$ cat src/rtl/mul_writeback_unit_pkg.sv
// Shared definitions for the multiply/writeback unit: FSM state encoding
// and the index of the hard-wired zero register.
package mul_defs;

   localparam logic [1:0] S_IDLE  = 2'd0;
   localparam logic [1:0] S_RUN   = 2'd1;
   localparam logic [1:0] S_WRITE = 2'd2;

   // Same register the register file treats as X31 (reads zero, ignores writes).
   localparam int ZERO_REG = 31;

endpackage

$ cat src/rtl/mul_writeback_unit_shift_add_datapath.sv
// Shift-add multiplier datapath: one partial product per step, multiplicand
// shifts left, multiplier shifts right, accumulator wraps modulo 2^n.
module shift_add_datapath #(
   parameter int n = 64
) (
   input  logic         clock,
   input  logic         reset,
   input  logic         load,
   input  logic         step,
   input  logic [n-1:0] operand_a,
   input  logic [n-1:0] operand_b,
   output logic [n-1:0] acc
);

   logic [n-1:0] a_reg;
   logic [n-1:0] b_reg;

   // Load operands on accept, then add-and-shift once per step.
   always_ff @(posedge clock) begin
      if (reset) begin
         a_reg <= '0;
         b_reg <= '0;
         acc   <= '0;
      end else if (load) begin
         a_reg <= operand_a;
         b_reg <= operand_b;
         acc   <= '0;
      end else if (step) begin
         if (b_reg[0]) begin
            acc <= acc + a_reg;
         end
         a_reg <= a_reg << 1;
         b_reg <= b_reg >> 1;
      end
   end

endmodule

$ cat src/rtl/mul_writeback_unit.sv
// MUL execution unit: sequences the shift-add datapath for n steps, then
// issues a single-cycle register file write of the low n product bits.
module mul_writeback_unit
   import mul_defs::*;
#(
   parameter int n          = 64,
   parameter int addr_width = 5,
   parameter int zero_reg   = ZERO_REG
) (
   input  logic                  clock,
   input  logic                  reset,
   input  logic                  start,
   input  logic [n-1:0]          operand_a,
   input  logic [n-1:0]          operand_b,
   input  logic [addr_width-1:0] dest,
   output logic                  busy,
   output logic                  done,
   output logic [n-1:0]          result,
   output logic [addr_width-1:0] wb_address,
   output logic                  wb_write
);

   localparam int                  CW       = $clog2(n) + 1;
   localparam logic [CW-1:0]       CNT_LAST = CW'(n - 1);
   localparam logic [addr_width-1:0] ZR     = addr_width'(zero_reg);

   logic [1:0]            state;
   logic [1:0]            state_next;
   logic [CW-1:0]         count;
   logic [addr_width-1:0] dest_reg;
   logic [n-1:0]          result_hold;
   logic [addr_width-1:0] addr_hold;
   logic [n-1:0]          acc;
   logic                  load;
   logic                  step;

   shift_add_datapath #(.n(n)) u_datapath (
      .clock     (clock),
      .reset     (reset),
      .load      (load),
      .step      (step),
      .operand_a (operand_a),
      .operand_b (operand_b),
      .acc       (acc)
   );

   // State register.
   always_ff @(posedge clock) begin
      if (reset) begin
         state <= S_IDLE;
      end else begin
         state <= state_next;
      end
   end

   // Next-state logic: accept in IDLE, n steps in RUN, one WRITE cycle.
   always_comb begin
      state_next = state;
      case (state)
         S_IDLE:  if (start) state_next = S_RUN;
         S_RUN:   if (count == CNT_LAST) state_next = S_WRITE;
         S_WRITE: state_next = S_IDLE;
         default: state_next = S_IDLE;
      endcase
   end

   // Step counter and destination capture; count restarts on every accept.
   always_ff @(posedge clock) begin
      if (reset) begin
         count    <= '0;
         dest_reg <= '0;
      end else if (load) begin
         count    <= '0;
         dest_reg <= dest;
      end else if (step) begin
         count    <= count + CW'(1);
      end
   end

   // Remember the last written value/address so the write port holds steady.
   always_ff @(posedge clock) begin
      if (reset) begin
         result_hold <= '0;
         addr_hold   <= '0;
      end else if (state == S_WRITE) begin
         result_hold <= acc;
         addr_hold   <= dest_reg;
      end
   end

   // Output and datapath control decode from the current state.
   always_comb begin
      load       = 1'b0;
      step       = 1'b0;
      busy       = 1'b0;
      done       = 1'b0;
      wb_write   = 1'b0;
      result     = result_hold;
      wb_address = addr_hold;
      case (state)
         S_IDLE: load = start;
         S_RUN: begin
            step = 1'b1;
            busy = 1'b1;
         end
         S_WRITE: begin
            busy       = 1'b1;
            done       = 1'b1;
            wb_write   = (dest_reg != ZR);
            result     = acc;
            wb_address = dest_reg;
         end
         default: ;
      endcase
   end

endmodule
$ cat config.mk
export PLATFORM = sky130hd
export DESIGN_NAME = mul_writeback_unit
export DESIGN_NICKNAME = d
export VERILOG_FILES = /design/src/rtl/mul_writeback_unit_pkg.sv /design/src/rtl/mul_writeback_unit_shift_add_datapath.sv /design/src/rtl/mul_writeback_unit.sv
export SDC_FILE = /design/constraint.sdc
export NUM_CORES = 1
export LEC_CHECK = 0
export BUFFER_PORTS_ARGS = -buffer_cell sky130_fd_sc_hd__buf_2
export CAP_MARGIN = 30
export CORE_ASPECT_RATIO = 1.2
export CORE_MARGIN = 1.5
export CORE_UTILIZATION = 58
export CTS_CLUSTER_SIZE = 28
export DETAILED_ROUTE_END_ITERATION = 10
export GPL_TIMING_DRIVEN = 0
export PLACE_DENSITY_LB_ADDON = 0.05
export RECOVER_POWER = 25
export SLEW_MARGIN = 30
export SYNTH_ARGS = -nofsm -noshare
export SYNTH_HDL_FRONTEND = slang
export SYNTH_SLANG_ARGS = --single-unit
$ cat constraint.sdc
create_clock -name clock -period 3.45 [get_ports clock]
set_input_delay 0.8625 -clock clock [delete_from_list [all_inputs] [get_ports clock]]
set_output_delay 0.8625 -clock clock [all_outputs]
set_load 0.03 [all_outputs]
==> reports/qor.yml <==
setup_path:
  cp.arrival_ns: 2.50
  start_kind: "register"
  slowest_delay_ns: 0.44
  criticalPathCategory: "register to primary output"
  critPathMaxFanout: 10
  worst_ep_required_time_ns: 2.59
  cpMaxStageDelayCell: "mux2_1"
  path_cells: "inv_1 -> ha_1 -> clkbuf_2 -> clkbuf_2 -> mux2_1 -> buf_2"
  end_kind: "primary output"
  crit_top_cell: "clkbuf_2"
  r2r_slack_ns: 0.13
  worst-path-buf-inv: 4
  cpLargestDelayFamily: "buffers and inverters"
pwr:
  seqPwrFrac: 0.438
  ir_worst_vdd_mv: 0.433
  p_per_area_nw_per_um2: 462
  intPower_mw: 5.76
  clkPwrFrac: 0.386
  p_comb_frac: 0.176
  p_switching_mw: 2.31
  swShare: 0.287
  p_leak_nw: 7.28
cells_and_area:
  final_layout_size_suffix_gt1_frac: 0.194
  antenna_cells: 0
  nFillCells: 2209
  stdcell_count: 2289
  fin_util: 0.688
  area.growth.synth_to_final_pct: 17.0
  fin_nets: 2143
placed_design:
  io_buffer_count: 206
  gp_congestion: 0.914
  dp_hpwl_um: 30600
  post-place-ws_ns: -0.426
  placed_cells_incl_taps: 2230
die:
  initial_core_util: 0.588
  die_h_um: 179
  die-area_um2: 26700
  core_area_um2: 25400
  rows: 64
  io_pins: 208
  chipWidth_um: 149
clock_tree:
  clk_path_buf_depth: 3
  clk_pin_slew_ns: 0.06
  clock_sinks: 275
  hold_buffers: 0
  cts_tree: "built"
  clockRootBuffer: "clkbuf_16"
  cts_max_level: 1
  insertion_delay_ns: 0.58
  cts_inserted_buffers: 29
timing:
  maxSlewHeadroom: 0.340
  rsz0062_at_grt: "false"
  fin_skew_ns: 0.0103
  fmax_ghz: 0.297
  setup_slack_ns: 0.0827
  setup_violations: 0
  worst_slew_pin_slew_ns: 0.990
  finalHoldViolCount: 0
  drv_slew: 0
  period_minus_slack_ns: 3.37
  final.period_utilization: 0.976
  fin_setup_tns_ns: 0
global_routing:
  antenna_found_initial: 1
  grt_overflow: 0
  grt_max_degree: 16
  grt_pass1_vias: 12800
  track_usage: 0.301
  grt_pass1_wl_um: 64100
outcome:
  status: "completed"
yosys:
  synth_fp_nets: 1899
  synth_edf_count: 0
  ys_seq_elements: 275
  syn_area_um2: 14900
  syn_inst: 1694
  ys_seq_area_frac: 0.369
  synth.avg_cell_area_um2: 8.81
  async_reset_ff_frac: 0
  synth_cell_types: 79
  ys.flop_type: "dfxtp_1"
  synth_warnings: 0
routing:
  ant_nets: 0
  drc_errors: 0
  routed_via_density: 5.77
  wl_per_cell_um: 17.8
  drt_first_iter_violations: 539
  drt_pass1_iterations: 5
  routed_wl_um: 40800
  vias: 13200
flow_run:
  cap_violations: 0
min_path:
  min-delay-path-class: "register to register"
==> layer usage <==
| layer | wire length, µm | share of wire | global-route usage | up-vias |
|---|---|---|---|---|
| li1 | - | - | - | 6590 |
| met1 | 17000 | 0.42 | 0.353 | 6211 |
| met2 | 20000 | 0.49 | 0.542 | 326 |
| met3 | 2280 | 0.056 | 0.0547 | 87 |
| met4 | 1430 | 0.035 | 0.110 | 2 |
| met5 | 11 | 0.00027 | 0 | - |
==> power groups by stage <==
stage	Clock [mW]	Combinational, mW	Sequential (mW)
finish	3.11	1.43	3.54
global route	3.29	1.58	3.56
CTS	3.16	1.42	3.54
detailed placement	0	1.40	3.60
global placement	0	1.38	3.60
floorplan	0	1.05	3.55
==> stage by stage <==
stage	hold WS (ns)	total power [mW]	area, µm²
3_3_place_gp	0.458	4.98	16400
5_1_grt	0.499	8.42	17500
4_1_cts	0.471	8.11	17400
3_5_place_dp	0.463	5.01	16400
6_report	0.469	8.08	17500
2_1_floorplan	0.443	4.60	14900
==> kinds of logic after synthesis <==
group | share of synthesized area
compound gates | 0.197
xor+xnor | 0.0287
fa+ha+maj | 0.0583
buf+inv | 0.0468
flops | 0.369
mux | 0.140
simple gates | 0.161
==> worst reg2reg max path, stage by stage, from the launching register on <==
cell	delay, ns
dfxtp_1	0.35
ha_1	0.23
fa_2	0.36
a21o_1	0.23
a221oi_4	0.31
or4b_1	0.15
nand4_1	0.21
a22oi_2	0.30
o21ai_2	0.12
a221oi_2	0.35
buf_4	0.19
o21a_1	0.14
xor2_1	0.15
o21ai_0	0.09
==> synth_stat cells (5+ instances only) <==
| library cell | number | area, µm² |
|---|---|---|
| buf_6 | 7 | 78.8 |
| nand3_1 | 31 | 155 |
| xnor2_1 | 33 | 289 |
| nand2_1 | 142 | 533 |
| and2_1 | 5 | 31.3 |
| nor2_1 | 171 | 642 |
| a21o_1 | 33 | 248 |
| clkbuf_1 | 78 | 293 |
| a211oi_1 | 134 | 1010 |
| inv_1 | 25 | 93.8 |
| clkbuf_8 | 6 | 82.6 |
| dfxtp_1 | 275 | 5510 |
| nor3_1 | 16 | 80.1 |
| o211ai_1 | 8 | 60.1 |
| nor2b_1 | 73 | 457 |
| nand4_1 | 24 | 150 |
| o21bai_1 | 18 | 135 |
| and3_1 | 7 | 43.8 |
| ha_1 | 68 | 851 |
| mux2i_1 | 130 | 1300 |
| buf_1 | 22 | 82.6 |
| nand3b_1 | 5 | 37.5 |
| o21a_1 | 10 | 75.1 |
| o21ai_0 | 51 | 255 |
| xor2_1 | 16 | 140 |
| a31oi_1 | 7 | 43.8 |
| a221oi_1 | 5 | 43.8 |
| a21oi_1 | 125 | 626 |
| or3_1 | 13 | 81.3 |
| mux2_2 | 69 | 777 |
| o31ai_1 | 5 | 37.5 |
==> layout by cell type (no fill, tap or decap), drive strengths merged, types with 16 or more instances in the layout <==
cell type    n
nor2       172
xnor2       33
nand3       31
o21bai      18
a21oi      127
buf        245
xor2        16
mux2i      130
ha          68
nor3        17
mux2        70
a21o        36
o21ai       56
dfxtp      275
nand2      143
inv         26
nand4       25
a211oi     134
clkbuf     134
nor2b       73
==> worst paths after layout <==
check                                        start                               to  cells after the start
setup reg to reg  u_datapath.a_reg[0]$_SDFFE_PP0P_  u_datapath.acc[60]$_SDFFE_PP0P_                     13
hold reg to reg           dest_reg[3]$_SDFFE_PP0P_         dest_reg[3]$_SDFFE_PP0P_                      2
setup / recovery             state[0]$_SDFFE_PP0P_                       result[41]                      6
hold / removal            dest_reg[3]$_SDFFE_PP0P_         dest_reg[3]$_SDFFE_PP0P_                      2
==> timing repair <==
| action | CTS | global route |
|---|---|---|
| buffers inserted | 3 | 4 |
| pin swaps | 1 | 5 |
| endpoints found under the setup margin | 76 | 11 |
| gates resized for setup | 12 | 11 |
==> area by class of cell <==
| type | instances | area, µm² | share of cell area |
|---|---|---|---|
| plain buffers | 123 | 617 | 0.0353 |
| clock buffers | 46 | 910 | 0.0521 |
| clock inverters | 6 | 50.0 | 0.00286 |
| inverters | 25 | 93.8 | 0.00537 |
| multi-input cells | 1271 | 8800 | 0.504 |
| flip-flops and latches | 275 | 5510 | 0.315 |
| well taps | 330 | 413 | 0.0236 |
| repair buffers | 213 | 1080 | 0.0619 |
No activity file was read; power rests on OpenSTA's default activity.
